--- src/rtl/rcv_block_fifo.sv ---
// Parametrised serial receiver with glitch-filtered start and a receive FIFO.
// Optional even-parity checking is enabled by defining RCV_PARITY_EN.
module rcv_block_fifo #(
  parameter int DATA_BITS    = 8,
  parameter int CLKS_PER_BIT = 10,
  parameter int FIFO_DEPTH   = 4
) (
  input  logic                          clk,
  input  logic                          rst,
  input  logic                          serial_in,
  input  logic                          data_read,
  output logic [DATA_BITS-1:0]          rx_data,
  output logic                          data_ready,
  output logic [$clog2(FIFO_DEPTH):0]   fifo_count,
  output logic                          overrun_error,
  output logic                          framing_error,
  output logic                          parity_error
);

  localparam int AW = $clog2(FIFO_DEPTH);
  localparam int TW = $clog2(CLKS_PER_BIT);
  localparam int BW = $clog2(DATA_BITS);

  localparam logic [TW-1:0] HALF_LAST = TW'(CLKS_PER_BIT / 2 - 1);
  localparam logic [TW-1:0] BIT_LAST  = TW'(CLKS_PER_BIT - 1);
  localparam logic [BW-1:0] DATA_LAST = BW'(DATA_BITS - 1);
  localparam logic [AW:0]   FULL_CNT  = (AW+1)'(FIFO_DEPTH);

  typedef enum logic [2:0] {
    IDLE,
    START,
    DATA,
`ifdef RCV_PARITY_EN
    PARITY,
`endif
    STOP,
    COMMIT
  } state_t;

  state_t state, nstate;

  logic                 sync1, sync2, sync_d;
  logic                 fall;
  logic [TW-1:0]        clk_cnt;
  logic [BW-1:0]        bit_cnt;
  logic [DATA_BITS-1:0] shift_reg;
  logic                 stop_bit;
  logic                 half_tick, bit_tick, tick;
  logic                 par_bad, frame_ok, commit;

  logic [DATA_BITS-1:0] mem [FIFO_DEPTH];
  logic [AW:0]          wr_ptr, rd_ptr, count;
  logic                 empty, full;
  logic                 do_pop, push_req, do_push, ovr_set;

  assign fall      = sync_d & ~sync2;
  assign half_tick = (clk_cnt == HALF_LAST);
  assign bit_tick  = (clk_cnt == BIT_LAST);
  assign tick      = (state == START) ? half_tick : bit_tick;
  assign commit    = (state == COMMIT);

  // Two-flop synchroniser plus delayed copy for edge detection.
  always_ff @(posedge clk or posedge rst) begin
    if (rst) begin
      sync1  <= 1'b1;
      sync2  <= 1'b1;
      sync_d <= 1'b1;
    end else begin
      sync1  <= serial_in;
      sync2  <= sync1;
      sync_d <= sync2;
    end
  end

  // State register.
  always_ff @(posedge clk or posedge rst) begin
    if (rst) state <= IDLE;
    else     state <= nstate;
  end

  // Next-state logic; a high mid-start sample is treated as a glitch.
  always_comb begin
    nstate = state;
    unique case (state)
      IDLE:   if (fall) nstate = START;
      START:  if (half_tick) nstate = sync2 ? IDLE : DATA;
      DATA: begin
        if (bit_tick && bit_cnt == DATA_LAST)
`ifdef RCV_PARITY_EN
          nstate = PARITY;
`else
          nstate = STOP;
`endif
      end
`ifdef RCV_PARITY_EN
      PARITY: if (bit_tick) nstate = STOP;
`endif
      STOP:   if (bit_tick) nstate = COMMIT;
      COMMIT: nstate = IDLE;
      default: nstate = IDLE;
    endcase
  end

`ifdef RCV_PARITY_EN
  logic par_bit;

  // Captures the parity bit mid-period.
  always_ff @(posedge clk or posedge rst) begin
    if (rst)                            par_bit <= 1'b0;
    else if (state == PARITY && bit_tick) par_bit <= sync2;
  end

  assign par_bad = par_bit ^ (^shift_reg);
`else
  assign par_bad = 1'b0;
`endif

  assign frame_ok = stop_bit & ~par_bad;

  // Bit timing, LSB-first shift register and stop-bit capture.
  always_ff @(posedge clk or posedge rst) begin
    if (rst) begin
      clk_cnt   <= '0;
      bit_cnt   <= '0;
      shift_reg <= '0;
      stop_bit  <= 1'b1;
    end else begin
      if (state == IDLE || commit || tick) clk_cnt <= '0;
      else                                 clk_cnt <= clk_cnt + 1'b1;
      if (state == IDLE) bit_cnt <= '0;
      if (state == DATA && bit_tick) begin
        shift_reg <= {sync2, shift_reg[DATA_BITS-1:1]};
        bit_cnt   <= bit_cnt + 1'b1;
      end
      if (state == STOP && bit_tick) stop_bit <= sync2;
    end
  end

  // Per-frame status, refreshed at every commit.
  always_ff @(posedge clk or posedge rst) begin
    if (rst) begin
      framing_error <= 1'b0;
    end else if (commit) begin
      framing_error <= ~stop_bit;
    end
  end

`ifdef RCV_PARITY_EN
  // Parity status of the last committed frame.
  always_ff @(posedge clk or posedge rst) begin
    if (rst)         parity_error <= 1'b0;
    else if (commit) parity_error <= par_bad;
  end
`else
  assign parity_error = 1'b0;
`endif

  assign count    = wr_ptr - rd_ptr;
  assign empty    = (count == '0);
  assign full     = (count == FULL_CNT);
  assign do_pop   = data_read & ~empty;
  assign push_req = commit & frame_ok;
  assign do_push  = push_req & (~full | do_pop);
  assign ovr_set  = push_req & full & ~do_pop;

  // FIFO storage; contents are only visible through the non-empty gate.
  always_ff @(posedge clk) begin
    if (do_push) mem[wr_ptr[AW-1:0]] <= shift_reg;
  end

  // Pointers with an extra wrap bit and sticky overrun flag.
  always_ff @(posedge clk or posedge rst) begin
    if (rst) begin
      wr_ptr        <= '0;
      rd_ptr        <= '0;
      overrun_error <= 1'b0;
    end else begin
      if (do_push) wr_ptr <= wr_ptr + 1'b1;
      if (do_pop)  rd_ptr <= rd_ptr + 1'b1;
      if (ovr_set)     overrun_error <= 1'b1;
      else if (do_pop) overrun_error <= 1'b0;
    end
  end

  assign rx_data    = empty ? '0 : mem[rd_ptr[AW-1:0]];
  assign data_ready = ~empty;
  assign fifo_count = count;

endmodule

--- config.mk ---
export PLATFORM = sky130hd
export DESIGN_NAME = rcv_block_fifo
export DESIGN_NICKNAME = d
export VERILOG_FILES = /design/src/rtl/rcv_block_fifo.sv
export SDC_FILE = /design/constraint.sdc
export NUM_CORES = 1
export LEC_CHECK = 0
export ABC_AREA = 1
export BUFFER_PORTS_ARGS = -buffer_cell sky130_fd_sc_hd__buf_2
export CAP_MARGIN = 20
export CORE_MARGIN = 2
export CORE_UTILIZATION = 50
export CTS_BUF_LIST = sky130_fd_sc_hd__clkbuf_2 sky130_fd_sc_hd__clkbuf_4 sky130_fd_sc_hd__clkbuf_8
export DETAILED_ROUTE_END_ITERATION = 12
export HOLD_SLACK_MARGIN = 0.12
export MAX_ROUTING_LAYER = met4
export PLACE_DENSITY_LB_ADDON = 0.05
export SLEW_MARGIN = 25
export SYNTH_ARGS = -nofsm -noshare
export SYNTH_HDL_FRONTEND = slang
export SYNTH_SLANG_ARGS = --single-unit
export TNS_END_PERCENT = 1
--- constraint.sdc ---
create_clock -name clk -period 2.3 [get_ports clk]
set_clock_uncertainty 0.2 [all_clocks]
set_input_delay 0.23 -clock clk [delete_from_list [all_inputs] [get_ports clk]]
set_output_delay 0.23 -clock clk [all_outputs]
set_load 0.01 [all_outputs]
==> flow_results.org, run 1 <==
** Timing
- Time the final worst path needs with I/O delays and setup :: around 2.4 ns
- Max-slew violation count :: 0
- PnR worst setup slack :: -0.0872 ns
- Setup repair after global routing could not meet its margin everywhere.
- Dividing the final minimum period by the clock period gives 1.04.
- Setup violations remaining at the end of the flow were counted as 8.
- Highest Clock Rate :: about 0.42 GHz
- Final Hold Fails :: 0

** GRT
- For this run the aggregate overflow at the end of global routing stands at 0.
- GR Util All Layers :: 0.188
- For this run, global-route usage on met3 was measured as 0.0407.
- Wire length of the first global-routing pass :: ~8600 um
- Number of antenna violations at the first check in global routing :: 0
- Entering global routing, the biggest net connects 31 pins.
- Vias in the first global route :: about 1800
- The layer flagged by global routing as most heavily used is met2.
- Grt met1 use :: 0.238
- For met2 alone, demand over resource in global routing was 0.296.

** Final layout
- Antenna fix cells :: 0
- Layout-stage area growth over the synthesis result :: 21.8%
- Proportion of layout cells with a drive suffix above 1 :: 0.242
- Measured on the finished design, the core utilization comes to 0.631.
- The register with the most flip-flops in the layout has 32 of them.
- Area used by multi-input combinational logic :: between 900 and 1000 um^2
- After filler insertion, the fill cell instance count of the layout stands at between 400 and 500.
- In the layout the commonest cells are sky130_fd_sc_hd__nand2_1 (47), sky130_fd_sc_hd__inv_1 (39), sky130_fd_sc_hd__nor2_1 (34), sky130_fd_sc_hd__edfxtp_1 (32), sky130_fd_sc_hd__o21ai_0 (29).
- Most frequent standard cell in the layout excluding fill and tap cells :: sky130_fd_sc_hd__nand2_1
- Registers take 1720 um^2.
- Post-Layout Inst Area :: 3470 um^2
- In the final design database the tool counted around 340 nets.

** Logic synthesis
- In the synthesized netlist the dominant register cell turns out to be sky130_fd_sc_hd__edfxtp_1.
- Synthesized netlist net count :: between 200 and 300
- Synthesis produced 280 cells.
- Flop and latch count out of synthesis :: just over 60
- Yosys mapped the design onto 27 distinct sky130hd cell types.
- EDFF count, synth :: 32
- The cell area that synthesis handed to floorplanning was ~2900 um^2.
- Avg Synthesized Cell Area :: between 10 and 15 um^2
- During synthesis, Yosys emitted a total of 0 warnings.
- Share of synthesized area occupied by flip-flops and latches :: 0.602
- Share of synthesized registers carrying an async set or reset :: 0.484

** Clocking
- The clock passes through at most 2 buffers.
- Insertion delay to the later sink of the worst-skew pair :: 0.33 ns
- Clock root buffer :: sky130_fd_sc_hd__clkbuf_8
- TritonCTS built the clock tree.
- H-tree levels :: 3
- After clock tree synthesis, the clock-pin slew on the worst setup and hold paths is around 0.06 ns.
- Counting the buffers created by CTS gives 9.
- Clock sink count :: 62

** Job
- Max capacitance violation total :: 0

** Die
- From bottom edge to top edge, the die measures just under 80 um.
- Die outline width :: between 70 and 80 um
- Pin placement for this block handled 19 I/O pins.
- Initial Utilization :: 0.518
- Row generation in the floorplan step produced 27 rows.
- The region available for standard cell placement spans 5510 um^2.
- DIE AREA :: roughly 6300 um^2

** Detailed routing
- After detailed routing, the average wire length per cell comes to 12.8 um.
- Remaining DRCs :: 0
- Number of violations reported at the end of detailed-routing iteration 0 :: 86
- The routed design has roughly 5100 um of wire.
- Mean number of vias per cell :: around 4.8
- Count of vias placed by the detailed router :: 1915
- Count of antenna-violating nets left after detailed routing :: 0
- The first detailed-routing pass ran for 4 iterations.

** Setup path
- List of cells traversed by the critical path :: ha_4 > fa_1 > nand2_2 > inv_4 > nand3_4 > nand2_1 > inv_1 > buf_2
- CP max stage delay :: about 0.52 ns
- In this run the critical register-to-register path is captured at mem[1][6].
- The critical path is of the reg -> out type.
- Worst reg-to-reg path cell count :: 9
- Highest fanout seen on the critical path :: 5
- In this run the worst setup path terminates at rx_data[7].
- Among all stages on the critical path, the largest delay is contributed by sky130_fd_sc_hd__fa_1.
- STA classifies the critical path startpoint as a flop.
- Data arrives at the worst endpoint at 1.96 ns.
- Required time of the critical path :: roughly 1.9 ns
- Across all register-to-register paths, the minimum setup slack is approximately 0.010 ns.
- Startpoint of the worst register-to-register path :: rd_ptr[0]
- Launching instance or port of the critical path :: rd_ptr[0]
- STA classifies the critical path endpoint as an output port.

** Power and ir drop
- Maximum vdd ir drop :: a little under 700 uV
- Power density over the cells :: roughly 1200 nW/um^2
- The analysis attributes to cell leakage a power of around 1.6 nW.

** Place
- IO buf count :: 17
- After legalization and detailed placement, the total HPWL measured around 3200 um.
- Area after detailed placement :: around 3100 um^2
- The congestion estimate from routability-driven global placement came to just under 0.9.

** Worst hold path
- Type of the most critical hold path :: reg -> reg

** Outcome
- Violated checks :: setup timing
- Run status :: finished, violations left
==> critical path: cells and delay by family, from the launching register on <==
family / cells / cell delay [ns]
adder cells (fa/ha/maj): 2 / 0.69
buffers and inverters: 3 / 0.24
flip-flops: 1 / 0.41
AND/OR/NAND/NOR: 3 / 0.28
==> power breakdown <==
part	total [mW]	internal, mW	switching, mW
combinational	1.60	0.643	0.956
sequential	1.55	1.38	0.175
clock	1.15	0.730	0.417
total	4.30	2.75	1.55
==> stage by stage <==
| step | std cells | power, mW | setup slack, ns | TNS (ns) | hold WS, ns |
|---|---|---|---|---|---|
| global route | 399 | 4.59 | -0.190 | -3.51 | 0.165 |
| CTS | 397 | 4.27 | -0.140 | -1.47 | 0.156 |
| detailed placement | 373 | 2.96 | 0.0392 | 0 | 0.136 |
| global placement | 373 | 2.94 | 0.111 | 0 | 0.123 |
| floorplan | 280 | 2.55 | -0.0946 | -3.03 | 0.0345 |
| finish | 399 | 4.30 | -0.0872 | -0.539 | 0.157 |
==> per-layer routing <==
layer  share of wire  wire length (um)  vias up
li1                -                 -      983
met1            0.47              2400      902
met2            0.49              2520       24
met3           0.029               147        6
met4           0.011                55        0
met5               0                 0        -
==> cell usage after synthesis (3+ instances only) <==
| master | instances | share of area |
|---|---|---|
| sky130_fd_sc_hd__inv_1 | 43 | 0.057 |
| sky130_fd_sc_hd__dfrtp_1 | 26 | 0.23 |
| sky130_fd_sc_hd__edfxtp_1 | 32 | 0.34 |
| sky130_fd_sc_hd__o21ai_0 | 29 | 0.051 |
| sky130_fd_sc_hd__nand3_4 | 3 | 0.018 |
| sky130_fd_sc_hd__o21ai_1 | 10 | 0.018 |
| sky130_fd_sc_hd__nand3_1 | 8 | 0.014 |
| sky130_fd_sc_hd__nor2_1 | 38 | 0.050 |
| sky130_fd_sc_hd__nor2_4 | 3 | 0.012 |
| sky130_fd_sc_hd__nand2_1 | 49 | 0.064 |
| sky130_fd_sc_hd__ha_1 | 11 | 0.048 |
| sky130_fd_sc_hd__buf_2 | 4 | 0.0070 |
| sky130_fd_sc_hd__dfstp_2 | 4 | 0.037 |
==> how the worst min path moves through the flow <==
stage | from | end | slack (ns) | cells after the start
after CTS | sync1 | sync2 | 0.16 | 0
final | sync1 | sync2 | 0.16 | 0
after detailed placement | rst | wr_ptr[2] | 0.14 | 3
after global placement | rst | overrun_error | 0.12 | 3
after floorplan | serial_in | sync1 | 0.03 | 0
after global routing | sync1 | sync2 | 0.16 | 0
==> what timing repair did <==
item	in CTS	in global routing
endpoints found under the hold margin	36	0
pin swaps	12	1
cloned	1	0
setup buffers	4	2
hold buffers	3	0
setup endpoints to repair	9	42
resized for setup	9	12
==> cell type report <==
| type | instances | area share |
|---|---|---|
| Tap cell | 72 | 0.0259 |
| Timing Repair Buffer | 37 | 0.0778 |
| Multi-Input combinational cell | 168 | 0.283 |
| Inverter | 44 | 0.0493 |
| Sequential cell | 62 | 0.494 |
| Clock buffer | 10 | 0.0378 |
| Clock inverter | 6 | 0.0317 |
==> cell families (layout without fill, tap and decap cells) <==
| group | count (synthesis) | count (layout) | synth area share |
|---|---|---|---|
| xor gates and xnor gates | 4 | 4 | 0.0123 |
| adders and majority gates | 12 | 12 | 0.0553 |
| AOI/OAI and AO/OA | 43 | 43 | 0.0772 |
| other | 1 | 1 | 0.00131 |
| buffers and inverters | 51 | 97 | 0.0754 |
| DFF | 62 | 62 | 0.602 |
| and+or+nand+nor | 107 | 108 | 0.177 |
Note: power is estimated with default switching activity, not from simulation.
==> inputs of run 2 (changes only) <==
- SETUP_SLACK_MARGIN: unset -> 0.5
- clock period: 2.3 -> 2.2 ns (I/O delays scaled with it)
==> flow_results.org, run 2 (same netlist as run 1, synthesis figures left out) <==
** Outcome
- Run status :: finished, violations left
- Violated checks :: setup timing

** Clocking
- TritonCTS built the clock tree.
- Num CTS Buffers :: 9 (unchanged)
- The clock slew seen by the registers of the worst setup and hold paths is 0.07 ns (about the same).
- The later-pin clock latency in the skew report is 0.33 ns (about the same).
- The TritonCTS sink count came to 62 (unchanged).
- The maximum number of buffers from clock root to sink came to 2 (unchanged).
- H-tree levels :: 3 (unchanged)
- Clock root buffer :: sky130_fd_sc_hd__clkbuf_8

** Power and ir drop
- The largest voltage drop on the vdd net was 721 uV (+3.9%).
- The power density of the placed cells was 1210 nW/um^2 (-1.9%).
- Cell leakage power :: 1.52 nW (-2.5%)

** Job
- Max capacitance violation total :: 0 (unchanged)

** Detailed routing
- The number of vias in the routed layout was 1885 (-1.6%).
- The vias per cell was 4.77 (-0.57%).
- The remaining routing DRC violations came to 0 (unchanged).
- Number of violations reported at the end of detailed-routing iteration 0 :: 75 (-13%)
- Pre-antenna DRT Iters :: 4 (unchanged)
- The routed wire length came to 5010 um (-2.1%).
- Count of antenna-violating nets left after detailed routing :: 0 (unchanged)
- The routed length per instance came to 12.7 um (-1.2%).

** GRT
- Pin count of the biggest net entering global routing :: 31 (unchanged)
- The number of antenna violations at the first check in global routing came to 0 (unchanged).
- The overall fraction of global-route tracks in use is 0.186 (-0.00173).
- Wire length of the first global-routing pass :: 8570 um (-0.33%)
- The sum of overflow across all layers after global routing is 0 (unchanged).
- Vias in the first global route :: 1855 (+0.65%)

** Die
- Site Rows :: 27 (unchanged)
- Die height :: 79.5 um (unchanged)
- Initial Utilization :: 0.518 (unchanged)
- The total die area was 6330 um^2 (unchanged).
- The total I/O pin count was 19 (unchanged).
- The standard cell core area came to 5510 um^2 (unchanged).
- The die width was 79.5 um (unchanged).

** Final layout
- Max reg flops :: 32 (unchanged)
- Most frequent cells in the layout :: sky130_fd_sc_hd__nand2_1 (45), sky130_fd_sc_hd__inv_1 (39), sky130_fd_sc_hd__nor2_1 (32), sky130_fd_sc_hd__edfxtp_1 (32), sky130_fd_sc_hd__o21ai_0 (26)
- Layout-stage area growth over the synthesis result :: 20.0%
- The total inserted antenna cells was 0 (unchanged).
- The library cell used most frequently in the layout, excluding fill and tap cells, is sky130_fd_sc_hd__nand2_1.
- NumNets Final :: 334 (-1.2%)
- The share of cells above drive strength 1 came to 0.260 (+0.0185).
- Final cell count without fillers :: 395 (-1.0%)

** Setup path
- The critical path in this run is classified as reg -> out.
- Required time of the critical path :: 1.78 ns (-0.09 ns)
- STA classifies the critical path startpoint as a flop.
- STA classifies the critical path endpoint as an output port.
- Worst Path Arrival :: 1.96 ns (about the same)
- Highest fanout seen on the critical path :: 5 (unchanged)
- The worst reg-to-reg path cell count came to 9 (unchanged).

** Timing
- Dividing the final minimum period by the clock period gives 1.08.
- Time the final worst path needs with I/O delays and setup :: between 2 and 2.5 ns
- PnR worst setup slack :: -0.180 ns (-0.0931 ns)
- The total of endpoints with negative setup slack in the final report was 41 (+33).
- The total count of hold-check failures in the final report came to 0 (unchanged).
- Setup repair after global routing could not meet its margin everywhere.
- Max-slew violation count :: 0 (unchanged)
- Derived from the worst setup path, the maximum achievable clock frequency is between 0.4 and 0.5 GHz.

** Place
- Final Wtd Congestion :: 0.833 (-4.3%)
- The placement-stage worst setup slack is 0.0399 ns (+0.000701 ns).
- IO buf count :: 17 (unchanged)
- Instance count after placement with tap cells included :: 373 (unchanged)
- The placed wire-length estimate after detailed placement was 3260 um (+0.64%).

** Worst hold path
- Type of the most critical hold path :: reg -> reg
- The hold-critical path depth was 0 (unchanged).
==> run 2: cell types whose count changed in the layout (fill, tap and decap cells not counted), sizes merged <==
| cell | change |
|---|---|
| clkbuf | +1 |
| bufinv | -3 |
| clkinvlp | -2 |
| inv | +1 |
| buf | -4 |
| clkinv | +3 |
==> run 2: layout make-up <==
class                   count  area [um^2]
clock buffers              11          139
clock inverters             5         27.5
fillers                   444         2080
inverters                  44          165
multi-input cells         168         1050
flip-flops and latches     62         1720
well taps                  72         90.1
repair buffers             33          238
==> run 2: worst paths after layout <==
path	to	start	slack, ns
min in group asynchronous	wr_ptr[2]	rst	0.31
setup reg to reg	mem[0][6]	wr_ptr[0]	-0.07
hold reg to reg	sync2	sync1	0.16
max in group asynchronous	sync1	rst	1.17
hold / removal	sync2	sync1	0.16
setup / recovery	rx_data[3]	rd_ptr[0]	-0.18
==> run 2: stage by stage <==
stage               setup TNS [ns]   util  power, mW  hold slack, ns  cell area [um^2]
floorplan                        0      -       2.70          0.0245              2910
global placement                 0  0.569       3.11           0.115              3130
detailed placement               0  0.569       3.14           0.125              3130
CTS                          -4.60  0.612       4.11           0.160              3370
global route                 -6.57  0.622       4.48           0.164              3420
finish                       -2.90  0.622       4.16           0.158              3420
==> run 2: worst max-delay path, stage by stage, from the launching register on <==
cell,delay (ns)
sky130_fd_sc_hd__dfrtp_1,0.41
sky130_fd_sc_hd__ha_4,0.17
sky130_fd_sc_hd__fa_2,0.53
sky130_fd_sc_hd__nand2_1,0.06
sky130_fd_sc_hd__inv_2,0.10
sky130_fd_sc_hd__nand3_4,0.11
sky130_fd_sc_hd__nand2_1,0.09
sky130_fd_sc_hd__inv_1,0.04
sky130_fd_sc_hd__buf_2,0.12
==> run 2: timing repair <==
action | in CTS | in global routing
endpoints found under the setup margin | 50 | 55
gates cloned | 1 | 0
hold buffers | 3 | 0
resized for setup | 5 | 16
pin swaps | 16 | 4
setup buffers | 1 | 1
endpoints found under the hold margin | 35 | 0
==> run 2: power by group <==
part	switching, mW	internal [mW]
clock	0.411	0.425
combinational	1.00	0.680
sequential	0.195	1.44
total	1.61	2.55
==> run 2: per-layer routing <==
metal / part of all wire / track usage / wire (um) / vias to the layer above
met1: 0.47 / 0.225 / 2330 / 872
met4: 0.018 / 0.0931 / 89 / 0
met5: 0 / - / 0 / -
met3: 0.025 / 0.0339 / 126 / 6
met2: 0.49 / 0.301 / 2460 / 27
li1: - / - / - / 980
==> inputs of run 3 (changes only) <==
- CELL_PAD_IN_SITES_DETAIL_PLACEMENT: unset -> 0
- CELL_PAD_IN_SITES_GLOBAL_PLACEMENT: unset -> 2
- CORE_UTILIZATION: 50 -> 39
- CTS_BUF_LIST: sky130_fd_sc_hd__clkbuf_2 sky130_fd_sc_hd__clkbuf_4 sky130_fd_sc_hd__clkbuf_8 -> unset
- TNS_END_PERCENT: 1 -> unset
==> flow_results.org, run 3 (same netlist as run 1, synthesis figures left out) <==
** Outcome
- The run finished, with violations left.
- The checks that failed: setup timing.

** Clocking
- TritonCTS clock tree :: done
- H-tree levels :: 3 (unchanged)
- Clock slew at the register clock pins of the worst setup and hold paths :: 0.06 ns (about the same)
- Clock root buffer :: sky130_fd_sc_hd__clkbuf_8
- The later-pin clock latency in the skew report came to 0.33 ns (about the same).
- The number of buffers inserted during clock tree synthesis came to 9 (unchanged).
- Deepest clock path buffer count :: 2 (unchanged)
- Clock sink count :: 62 (unchanged)

** Detailed routing
- The total iterations of the first detailed-routing run was 4 (unchanged).
- Total wirelength of the detailed-routed design :: 5530 um (+11%)
- Mean number of vias per cell :: 4.48 (-6.1%)
- Count of vias placed by the detailed router :: 1953 (+3.6%)
- The remaining routing DRC violations is 0 (unchanged).
- The count of antenna-violating nets left after detailed routing was 0 (unchanged).
- Per-cell routed wire length :: 12.7 um (+0.13%)
- Number of violations reported at the end of detailed-routing iteration 0 :: 79 (+5.3%)

** GRT
- GR Util All Layers :: 0.155 (-0.0311)
- Wire length of the first global-routing pass :: 8660 um (+1.1%)
- Vias in the first global route :: 1763 (-5.0%)
- The maximum number of pins on one net before global-route repair is 31 (unchanged).
- The sum of overflow across all layers after global routing was 0 (unchanged).
- The number of antenna violations at the first check in global routing came to 0 (unchanged).

** Worst hold path
- Type of the most critical hold path :: reg -> reg
- Worst hold path cell count :: 0 (unchanged)

** Setup path
- STA classifies the critical path endpoint as an output port.
- Worst Path Arrival :: 1.96 ns (about the same)
- The buffers plus inverters on the worst setup path came to 3 (unchanged).
- The cell depth of the worst setup path is 8 (unchanged).
- Cell mode on critical path :: sky130_fd_sc_hd__nand2_2
- List of cells traversed by the critical path :: ha_4 > fa_2 > nand2_2 > inv_4 > nand3_4 > nand2_2 > inv_2 > buf_6
- Top Family by Delay on Critical Path :: adder cells
- STA classifies the critical path startpoint as a flop.
- The worst setup path is of the reg -> out kind.
- Crit path max-delay cell type :: sky130_fd_sc_hd__fa_2
- Worst reg-to-reg path cell count :: 10 (+1)
- Highest fanout seen on the critical path :: 5 (unchanged)
- CP max stage delay :: 0.53 ns (about the same)
- Required time of the critical path :: 1.78 ns (about the same)
- Setup slack on the worst flop-to-flop path :: -0.03 ns (+0.04 ns)

** Die
- The die width came to 89.5 um (+13%).
- Die height :: 89.5 um (+13%)
- Boundary Pins :: 19 (unchanged)
- Initial Utilization :: 0.398 (-0.121)
- The total die area came to 8010 um^2 (+27%).
- Site Rows :: 31 (+15%)
- The standard cell core area came to 7180 um^2 (+30%).

** Timing
- Max-slew violation count :: 0 (unchanged)
- Final worst-path cycle share :: 1.08 (+0.00187)
- Setup repair after global routing could not meet its margin everywhere.
- The final setup TNS was -2.00 ns (+0.906 ns).
- The total count of hold-check failures in the final report came to 0 (unchanged).
- Highest Clock Rate :: 0.419 GHz (-0.17%)
- The total of endpoints with negative setup slack in the final report came to 41 (unchanged).
- The final critical delay including setup and external delays came to 2.38 ns (+0.00410 ns).
- PnR worst setup slack :: -0.184 ns (-0.00410 ns)
- The worst hold-check slack was 0.158 ns (+0.000443 ns).

** Place
- The number of port buffers is 17 (unchanged).
- Instance count after placement with tap cells included :: 403 (+8.0%)
- The final weighted congestion in routability-driven placement is 0.770 (-7.6%).
- Worst slack at placement :: 0.000647 ns (-0.0392 ns)
- The placed wire-length estimate after detailed placement is 3480 um (+6.7%).
- Area after detailed placement :: 3240 um^2 (+3.6%)

** Final layout
- Most frequent standard cell in the layout excluding fill and tap cells :: sky130_fd_sc_hd__nand2_1
- The filler cell count in the final layout came to 661 (+49%).
- Relative to the synthesized area, the layout overhead comes to 33.6%.
- Proportion of layout cells with a drive suffix above 1 :: 0.350 (+0.0901)
- Most frequent cells in the layout :: sky130_fd_sc_hd__nand2_1 (37), sky130_fd_sc_hd__edfxtp_1 (32), sky130_fd_sc_hd__nor2_1 (31), sky130_fd_sc_hd__inv_1 (31), sky130_fd_sc_hd__o21ai_0 (26)
- Antenna fix cells :: 0 (unchanged)
- The number of nets in the layout was 348 (+4.2%).
- Final cell count without fillers :: 436 (+10%)
- Share of the core filled with cells :: 0.531 (-0.0904)
- Max reg flops :: 32 (unchanged)
- Post-Layout Inst Area :: 3810 um^2 (+11%)

** Power and ir drop
- Total chip power :: 4.87 mW (+17%)
- The static power due to leakage was 1.63 nW (+6.9%).
- The power density of the placed cells is 1280 nW/um^2 (+5.2%).
- The largest voltage drop on the vdd net came to 548 uV (-24%).

** Job
- The number of maximum-capacitance constraint violations came to 0 (unchanged).
## run 3: cell count changes in the layout (fill, tap and decap cells not counted), moves of 3 or more
cell	previous run	this run
sky130_fd_sc_hd__buf_12	1	5
sky130_fd_sc_hd__inv_1	39	31
sky130_fd_sc_hd__inv_2	5	11
sky130_fd_sc_hd__nand3_4	5	8
sky130_fd_sc_hd__nand2_1	45	37
sky130_fd_sc_hd__buf_4	12	16
sky130_fd_sc_hd__buf_2	15	7
sky130_fd_sc_hd__nand2_2	4	11
sky130_fd_sc_hd__buf_6	2	13
## run 3: routing by layer
| layer | share of wire | vias up | GRT usage | wire, um |
|---|---|---|---|---|
| li1 | - | 1013 | - | - |
| met1 | 0.47 | 898 | 0.199 | 2580 |
| met2 | 0.49 | 30 | 0.230 | 2700 |
| met3 | 0.022 | 12 | 0.0332 | 122 |
| met4 | 0.024 | 0 | 0.0814 | 133 |
| met5 | 0 | - | - | 0 |
## run 3: where the power goes
group	total (mW)	internal [mW]	switching (mW)
registers	1.63	1.44	0.186
logic	2.18	0.967	1.21
clock network	1.07	0.635	0.430
total	4.87	3.05	1.83
## run 3: worst register-to-register path: cells and delay by family, from the launching register on
family | cells | cell delay (ns)
flops | 1 | 0.39
simple gates | 4 | 0.38
fa+ha+maj | 2 | 0.57
buf+inv | 4 | 0.41
## run 3: cell type report
type | count | area (um^2) | area share
clock buffers | 10 | 128 | 0.0335
flip-flops and latches | 62 | 1720 | 0.451
repair buffers | 44 | 432 | 0.113
clock inverters | 6 | 86.3 | 0.0226
well taps | 99 | 124 | 0.0325
inverters | 44 | 171 | 0.0450
multi-input cells | 171 | 1150 | 0.303
## run 3: final timing paths
path	from	to
min in group asynchronous	rst	wr_ptr[1]
worst min register to register	sync1	sync2
worst max-delay path	rd_ptr[0]	rx_data[1]
worst min-delay path	sync1	sync2
max in group asynchronous	rst	sync_d
worst max register to register	wr_ptr[0]	mem[0][0]
## run 3: timing repair
item | in CTS | in global routing
cloned | 1 | 3
resized for setup | 15 | 31
endpoints found under the setup margin | 50 | 58
hold buffers | 3 | 0
hold endpoints to repair | 35 | 0
setup buffers | 4 | 6
pin swaps | 12 | 7
